`src/rtl/shift_reg_sequencer.sv`:
```
// Command-driven sequencer for a multi-mode shift register: accepts one
// command, loads the register, issues N shift cycles and returns the result.
module shift_reg_sequencer #(
  parameter int unsigned WIDTH = 4,
  parameter int unsigned CNT_W = 4
) (
  input  logic             clk,
  input  logic             reset,
  input  logic             cmd_valid,
  output logic             cmd_ready,
  input  logic [WIDTH-1:0] cmd_data,
  input  logic [2:0]       cmd_mode,
  input  logic [CNT_W-1:0] cmd_count,
  input  logic             cmd_abort,
  output logic [2:0]       sr_sel,
  output logic [WIDTH-1:0] sr_d_in,
  input  logic [WIDTH-1:0] sr_q,
  output logic             busy,
  output logic [WIDTH-1:0] result,
  output logic             result_valid,
  output logic             mode_err,
  output logic             aborted
);

  localparam logic [2:0] SEL_HOLD  = 3'b000;
  localparam logic [2:0] SEL_LOAD  = 3'b001;
  localparam logic [2:0] SEL_SRL   = 3'b010;
  localparam logic [2:0] SEL_SLL   = 3'b011;
  localparam logic [2:0] SEL_ROR   = 3'b100;
  localparam logic [2:0] SEL_ROL   = 3'b101;
  localparam logic [2:0] SEL_ASR   = 3'b110;
  localparam logic [2:0] SEL_CLEAR = 3'b111;

  typedef enum logic [2:0] {
    S_IDLE,
    S_LOAD,
    S_SHIFT,
    S_CAPTURE,
    S_ABORT
  } state_t;

  state_t           r_state;
  logic [2:0]       r_shift_sel;
  logic [CNT_W-1:0] r_count;
  logic [CNT_W-1:0] r_counter;
  logic [2:0]       r_sr_sel;
  logic [WIDTH-1:0] r_sr_d_in;
  logic             r_cmd_ready;
  logic             r_busy;
  logic [WIDTH-1:0] r_result;
  logic             r_result_valid;
  logic             r_mode_err;
  logic             r_aborted;

  logic [2:0]       w_shift_sel;
  logic             w_mode_legal;

  // Translate the command's shift mode into the register's select code
  always_comb begin
    w_shift_sel = SEL_HOLD;
    case (cmd_mode)
      3'b000:  w_shift_sel = SEL_SRL;
      3'b001:  w_shift_sel = SEL_SLL;
      3'b010:  w_shift_sel = SEL_ROR;
      3'b011:  w_shift_sel = SEL_ROL;
      3'b100:  w_shift_sel = SEL_ASR;
      default: w_shift_sel = SEL_HOLD;
    endcase
  end

  assign w_mode_legal = (cmd_mode <= 3'b100);

  // Sequencer state machine; Moore outputs are registered alongside the state
  always_ff @(posedge clk) begin
    if (reset) begin
      r_state        <= S_IDLE;
      r_shift_sel    <= SEL_HOLD;
      r_count        <= '0;
      r_counter      <= '0;
      r_sr_sel       <= SEL_HOLD;
      r_sr_d_in      <= '0;
      r_cmd_ready    <= 1'b1;
      r_busy         <= 1'b0;
      r_result       <= '0;
      r_result_valid <= 1'b0;
      r_mode_err     <= 1'b0;
      r_aborted      <= 1'b0;
    end else begin
      r_result_valid <= 1'b0;
      r_mode_err     <= 1'b0;
      r_aborted      <= 1'b0;
      case (r_state)
        S_IDLE: begin
          if (cmd_valid) begin
            r_shift_sel <= w_shift_sel;
            // An illegal mode still runs, but as a load-and-capture only
            r_count     <= w_mode_legal ? cmd_count : '0;
            r_mode_err  <= ~w_mode_legal;
            r_state     <= S_LOAD;
            r_sr_sel    <= SEL_LOAD;
            r_sr_d_in   <= cmd_data;
            r_cmd_ready <= 1'b0;
            r_busy      <= 1'b1;
          end
        end
        S_LOAD: begin
          r_sr_d_in <= '0;
          if (cmd_abort) begin
            r_state   <= S_ABORT;
            r_sr_sel  <= SEL_CLEAR;
            r_counter <= '0;
          end else if (r_count != '0) begin
            r_state   <= S_SHIFT;
            r_sr_sel  <= r_shift_sel;
            r_counter <= r_count;
          end else begin
            r_state  <= S_CAPTURE;
            r_sr_sel <= SEL_HOLD;
          end
        end
        S_SHIFT: begin
          if (cmd_abort) begin
            r_state   <= S_ABORT;
            r_sr_sel  <= SEL_CLEAR;
            r_counter <= '0;
          end else begin
            r_counter <= r_counter - CNT_W'(1);
            if (r_counter == CNT_W'(1)) begin
              r_state  <= S_CAPTURE;
              r_sr_sel <= SEL_HOLD;
            end
          end
        end
        S_CAPTURE: begin
          r_result       <= sr_q;
          r_result_valid <= 1'b1;
          r_state        <= S_IDLE;
          r_sr_sel       <= SEL_HOLD;
          r_cmd_ready    <= 1'b1;
          r_busy         <= 1'b0;
        end
        S_ABORT: begin
          r_aborted   <= 1'b1;
          r_state     <= S_IDLE;
          r_sr_sel    <= SEL_HOLD;
          r_cmd_ready <= 1'b1;
          r_busy      <= 1'b0;
        end
        default: begin
          r_state     <= S_IDLE;
          r_sr_sel    <= SEL_HOLD;
          r_sr_d_in   <= '0;
          r_cmd_ready <= 1'b1;
          r_busy      <= 1'b0;
        end
      endcase
    end
  end

  assign cmd_ready    = r_cmd_ready;
  assign sr_sel       = r_sr_sel;
  assign sr_d_in      = r_sr_d_in;
  assign busy         = r_busy;
  assign result       = r_result;
  assign result_valid = r_result_valid;
  assign mode_err     = r_mode_err;
  assign aborted      = r_aborted;

endmodule

```
`config.mk`:
```
export PLATFORM = sky130hd
export DESIGN_NAME = shift_reg_sequencer
export DESIGN_NICKNAME = d
export VERILOG_FILES = /design/src/rtl/shift_reg_sequencer.sv
export SDC_FILE = /design/constraint.sdc
export NUM_CORES = 1
export LEC_CHECK = 0
export ABC_AREA = 1
export ABC_CLOCK_PERIOD_IN_PS = 1400
export CAP_MARGIN = 20
export CORE_MARGIN = 5
export CORE_UTILIZATION = 45
export CTS_BUF_LIST = sky130_fd_sc_hd__clkbuf_2 sky130_fd_sc_hd__clkbuf_4 sky130_fd_sc_hd__clkbuf_8
export DETAILED_ROUTE_END_ITERATION = 7
export GPL_TIMING_DRIVEN = 0
export PLACE_DENSITY = 0.75
export SLEW_MARGIN = 10
export SYNTH_ARGS = -nofsm -noshare
export SYNTH_HDL_FRONTEND = slang
export SYNTH_SLANG_ARGS = --single-unit
export TNS_END_PERCENT = 1
```
`constraint.sdc`:
```
create_clock -name clk -period 1.4 [get_ports clk]
set_input_delay 0.14 -clock clk [delete_from_list [all_inputs] [get_ports clk]]
set_output_delay 0.14 -clock clk [all_outputs]
set_load 0.01 [all_outputs]
```
==> impl_results.md, run 1 <==
* CP peak stage delay at 0.54 ns
* Port Buffers at 33
* CTS Sinks at 30
* Cells along the critical path: clkdlybuf4s50_1
* Synth unique cells at 24
* Largest net degree at the start of global routing at 11
* CP required at 1.26 ns
* Leak at 0.915 nW
* Final Hold Viols at 0
* Critical path capture point type: output port
* Drt first pass iters at 4
* Cell family with most CP delay: buffers and inverters
* Largest family of logic cells by synthesized area: simple AND/OR/NAND/NOR gates
* Starting Density at 45.6%
* Post-Route WL at 2.92 mm
* First-pass GRT wire length at 5.10 mm
* Seq pwr share at 48.7%
* FF-to-FF path depth at 7
* Post-synthesis adder-cell area fraction at 1.84%
* Setup Skew at 0.0143 ns
* F_max at 739 MHz
* Die height at 65.0 um
* CTS tree: yes
* Simple-gate share of the synthesized area at 33.2%
* Share of cells above drive strength 1 at 12.9%
* Setup TNS at 0 ns
* Yosys top cell area share at 44.2%
* Register area share after synthesis at 44.2%
* Comb pwr share at 23.1%
* Iteration-0 DRC count of the detailed router at 39
* Final min period at 1.35 ns
* NetSw at 0.609 mW
* Cell row count at 20
* CTS clk-pin slew, worst paths at 0.10 ns
* Slowest-stage cell, CP: clkdlybuf4s50_1
* Worst rel slew slack at 62.4%
* CTS Buffer Depth at 2
* Status: finished clean
* Endpoints failing setup at 0
* DR vias/cell at 4.87
* Boundary pin count at 35
* RSZ-0062 raised after global routing: false
* Post-CTS Setup Inserts at 0
* Vias in the first global route at 1184
* Initial antenna violation count at 0
* Clock Latency Late Sink at 0.33 ns
* XOR/XNOR Fraction of Synth Area at 0.645%
* Post-DP HPWL at 2.22 mm
* Synth area leaders: dfxtp_1 44%, nand2_1 12%, nor2_1 6.9%
* Tcrit/Tclk final at 96.7%
* Switch share at 31.0%
* Cell internal pwr at 1.36 mW
* RD Place Congestion at 0.863
* CP bufs+invs at 1
* Cells after synthesis at 183
* Slew Viols, Final at 0
* Syn Std Cell Area at 0.00136 mm2
* CTS root buf: clkbuf_4
* All-layer global routing usage at 15.6%
* Hold path cells at 2
* Clock network fraction of total power at 28.2%
* Area leader, netlist: dfxtp_1
* CP arrival at 1.21 ns
* Core area at 0.00298 mm2
* Worst hold-check path type: in2reg
* ANT nets after route at 0
* DIE AREA at 0.00422 mm2
* Chip width at 65.0 um
* CP Class: reg2out
* Worst IR Drop VDD at 523 uV
* Layout fillers at 268
* Area grow syn2layout at 34.1%
* Power per cell area at 1080 mW/mm2
* Cells after DPL at 249
* Critical Path Stages at 1
* Fin cells at 257
* Total gr overflow at 0
* Avg Cell Area, Syn at 7.43 um2
* Max-cap violations at 0
* #FFs+latches synth at 30
* Startpoint Class: register
* Synth Warn # at 0
* Multiplexer area fraction after synthesis at 0%
* CP Max Fanout at 2
* NumNets Final at 244
* Via Count at 1252
* Synth Area in Compound Gates at 14.1%
* DRC at 0
* N_diodes at 0
* TritonCTS buffer count at 5
* Routed len/inst at 11.4 um
* Slew @ Worst Pin at 0.559 ns
* CTS H-tree lvls at 2
* Post-synth net total at 204
* Number of synthesized flops with an enable pin at 0
* Async SR Flop Fraction at 0%
* Post-synth top flop: dfxtp_1
-- state kept, by name, summed over array words and instances (netlist names) --
register	flops
r_count	4
r_counter	4
result	4
sr_d_in	4
r_shift_sel	3
r_state	3
sr_sel	3
aborted	1
busy	1
cmd_ready	1
mode_err	1
result_valid	1
-- worst paths after layout --
| path | end | slack [ns] | start |
|---|---|---|---|
| worst max register to register | r_shift_sel[0] | 0.12 | r_state[2] |
| worst max-delay path | cmd_ready | 0.05 | cmd_ready |
| worst min register to register | sr_sel[1] | 0.46 | sr_sel[1] |
| worst min-delay path | r_counter[1] | 0.10 | reset |
-- Yosys cell counts, drive strengths merged (2+ instances only) --
cell type,number
dfxtp,30
a21oi,11
buf,4
ha,2
inv,16
nor2,29
nand2,48
o211ai,2
o21ai,19
nand3,18
-- worst reg2reg max path: cells and delay by family, from the launching register on --
family          cells  cell delay [ns]
simple gates        5             0.67
flops               1             0.37
compound gates      1             0.06
buf+inv             1             0.11
-- cells by family after synthesis --
| family | Yosys count |
|---|---|
| and+or+nand+nor | 97 |
| xor gates and xnor gates | 1 |
| AOI/OAI and AO/OA | 33 |
| buffers and inverters | 20 |
| adders and majority gates | 2 |
| DFF | 30 |
-- placed cells by master, fill, tap and decap left out --
cell,synthesis,routed
clkinv_2,0,1
xor2_1,1,1
nand3_1,18,18
o211ai_1,2,2
clkbuf_4,0,5
nand2_2,2,2
inv_1,14,14
nand4_2,1,1
clkbuf_8,0,1
buf_1,1,1
buf_4,1,1
o31ai_1,1,1
nor2_1,25,24
nand2_4,3,3
nand3b_1,1,1
nor2_2,1,2
ha_1,2,2
inv_2,2,2
o21ai_2,1,1
buf_2,2,2
clkinvlp_4,0,1
clkdlybuf4s50_1,0,23
nand2_1,43,43
a21oi_1,7,7
a21oi_2,4,4
dfxtp_1,30,30
nor2_4,3,3
dlymetal6s2s_1,0,10
o21ai_1,2,2
o21ai_0,16,16
-- metal layers --
metal	up-vias	wire, um	track usage (%)
li1	674	-	-
met1	545	1400	19.1
met2	29	1290	24.4
met3	4	170	5.03
met4	0	65	7.92
met5	-	0	0
-- power groups by stage --
stage | logic, mW | registers, mW | clock network [mW]
2_1_floorplan | 0.267 | 0.989 | 0
3_3_place_gp | 0.456 | 0.976 | 0
3_5_place_dp | 0.459 | 0.978 | 0
4_1_cts | 0.462 | 0.958 | 0.567
6_report | 0.453 | 0.958 | 0.554
5_1_grt | 0.511 | 0.968 | 0.614
-- area by class of cell --
| type | count | area [um2] | share of cell area, % |
|---|---|---|---|
| clock buffers | 6 | 51.3 | 2.82 |
| inverters | 16 | 60.1 | 3.30 |
| repair buffers | 33 | 355 | 19.5 |
| plain buffers | 4 | 21.3 | 1.17 |
| multi-input cells | 133 | 679 | 37.3 |
| well taps | 33 | 41.3 | 2.27 |
| clock inverters | 2 | 12.5 | 0.687 |
| flip-flops and latches | 30 | 601 | 33.0 |
-- repair_timing --
item | in CTS | in global routing
resized for setup | 0 | 11
endpoints found under the setup margin | 0 | 12
hold buffers | 0 | 0
-- metrics by stage --
step	hold WS, ns	utilization, %	setup WS (ns)	total power [mW]	area [um2]
2_1_floorplan	0.251	-	0.299	1.26	1360
3_3_place_gp	0.444	58.1	-0.166	1.43	1730
3_5_place_dp	0.450	58.1	-0.174	1.44	1730
4_1_cts	0.0878	60.3	0.0216	1.99	1790
5_1_grt	0.0989	61.2	0.00312	2.09	1820
6_report	0.104	61.2	0.0467	1.97	1820
Note: power is estimated with default switching activity, not from simulation.
==> inputs of run 2 (changes only) <==
--- a/config.mk
+++ b/config.mk
@@ -8,7 +8,7 @@
 export ABC_AREA = 1
 export ABC_CLOCK_PERIOD_IN_PS = 1400
 export CAP_MARGIN = 20
-export CORE_MARGIN = 5
+export CORE_MARGIN = 2
 export CORE_UTILIZATION = 45
 export CTS_BUF_LIST = sky130_fd_sc_hd__clkbuf_2 sky130_fd_sc_hd__clkbuf_4 sky130_fd_sc_hd__clkbuf_8
 export DETAILED_ROUTE_END_ITERATION = 7
==> run 2 against run 1 <==
  * The run now ends with DRC left
  * Combinational power up 1%
  * Via count up 2.0%
  * Cell area down 1.1%
  * First-iteration DRC count down 23%
  * Sequential power about the same
  * Largest power group unchanged
  * Count of clock-buffer cells in the layout unchanged
  * Hold slack worse by 0.015 ns
  * Clock power down 0.9%
  * Global-route usage up 2.7 points
  * Non-clock buffer count unchanged
  * Die area down 18%
  * Critical endpoint is now result[1]
  * Routed wire length up 2.6%
==> impl_results.md, run 2 (synthesized netlist as in run 1, its figures left out) <==
* Status: complete, but fails checks
* Violated checks: DRC
* Slew Viols, Final at 0
* DP Worst Slack at -0.172 ns
* Die height at 59.0 um
* Most frequent cells in the layout: 43 x nand2_1, 30 x dfxtp_1, 29 x clkdlybuf4s50_1
* Port Buffers at 33
* Initial antenna violation count at 0
* Iteration-0 DRC count of the detailed router at 30
* CP Class: reg2out
* Cells along the critical path: clkdlybuf4s50_1
* Drt first pass iters at 7
* DR vias/cell at 5.01
* Cell row count at 19
* M1 GR Usage at 21.9%
* NumNets Final at 244
* Final min period at 1.37 ns
* Final Hold Viols at 0
* Total gr overflow at 0
* Via Count at 1277
* CP peak stage delay at 0.55 ns
* Largest net degree at the start of global routing at 11
* Worst IR Drop VDD at 643 uV
* Clock Latency Late Sink at 0.33 ns
* F_max at 732 MHz
* Slowest-stage cell, CP: clkdlybuf4s50_1
* Share of cells above drive strength 1 at 12.5%
* Post-Route WL at 3.00 mm
* CTS tree: yes
* ANT nets after route at 0
* Hold WS at 0.0887 ns
* Met3 Usage GRT at 4.18%
* Post-DP HPWL at 2.31 mm
* Worst rel slew slack at 62.6%
* CP Max Fanout at 2
* GRT met2 Usage at 30.8%
* Most Crowded Layer GR: met2
* RR Startpoint: r_state[2]
* CTS Sinks at 30
* Power per cell area at 1090 mW/mm2
* N_diodes at 0
* Worst Setup EP: result[1]
* CP required at 1.26 ns
* Commonest non-fill, non-tap cell in the layout: nand2_1
* Area grow syn2layout at 32.6%
* RD Place Congestion at 0.896
* Core area at 0.00281 mm2
* Boundary pin count at 35
* TritonCTS buffer count at 5
* Tcrit/Tclk final at 97.6%
* CP bufs+invs at 1
* Vias in the first global route at 1134
* Critical path capture point type: output port
* CTS clk-pin slew, worst paths at 0.10 ns
* All-layer global routing usage at 18.3%
* Slew @ Worst Pin at 0.556 ns
* Cell family with most CP delay: buffers and inverters
* First-pass GRT wire length at 4.77 mm
* Endpoints failing setup at 0
* Cells after DPL at 247
* CP arrival at 1.23 ns
* Reg-to-reg setup timing slack at 0.12 ns
* Critical Path Start: result[1]
* CTS root buf: clkbuf_4
* Worst hold-check path type: in2reg
* Worst R2R End: r_shift_sel[0]
* Routed len/inst at 11.7 um
* Leak at 0.800 nW
* CTS H-tree lvls at 2
* Post-CTS Setup Inserts at 0
* Startpoint Class: register
* Critical Path Stages at 1
* Cts hold-fix bufs at 0
* Max-cap violations at 0
* DRC at 1
* CTS Buffer Depth at 2
* Final core occ at 64.2%
* FF-to-FF path depth at 7
* Final worst slack at 0.0341 ns
* Setup Skew at 0.00686 ns
* Starting Density at 48.4%
* Chip width at 59.0 um
* Fin cells at 255
* DIE AREA at 0.00348 mm2
* Post-CTS sizing at 0
-- run 2: worst min path at each step --
stage	depth (start not counted)	endpoint	start
after floorplan	2	sr_d_in[0]	cmd_data[0]
after global placement	2	r_counter[2]	reset
after detailed placement	2	r_counter[0]	reset
after CTS	2	r_counter[0]	reset
after global routing	2	r_counter[1]	reset
final	2	r_counter[0]	reset
-- run 2: cell type report --
class,count,area [um2]
clock buffer,6,51.3
tap,31,38.8
inverter,16,60.1
multi-input combinational,133,677
buffer,4,21.3
sequential,30,601
fill,265,1000
timing repair buffer,33,340
clock inverter,2,12.5
-- run 2: layer usage --
metal	up-vias	share of wire, %
li1	674	-
met1	568	45
met2	31	49
met3	4	4.9
met4	0	0.80
met5	-	0
-- run 2: through the flow --
step	total power, mW	setup TNS (ns)	area, um2
6_report	1.97	0	1800
4_1_cts	1.98	0	1790
3_5_place_dp	1.44	-1.06	1730
3_3_place_gp	1.43	-0.804	1730
5_1_grt	2.07	-0.0194	1800
2_1_floorplan	1.26	0	1360
-- run 2: where the power goes --
| part | internal, mW | switching [mW] |
|---|---|---|
| logic | 0.202 | 0.257 |
| clock network | 0.241 | 0.308 |
| registers | 0.916 | 0.0436 |
| total | 1.36 | 0.608 |
-- run 2: worst reg2reg max path, stage by stage, from the launching register on --
cell and delay, ns:
dfxtp_1 0.37, nor2_4 0.22, nand2_4 0.09, nor2_4 0.16, nand2_2 0.11, inv_2 0.10
nand3b_1 0.09, o31ai_1 0.06
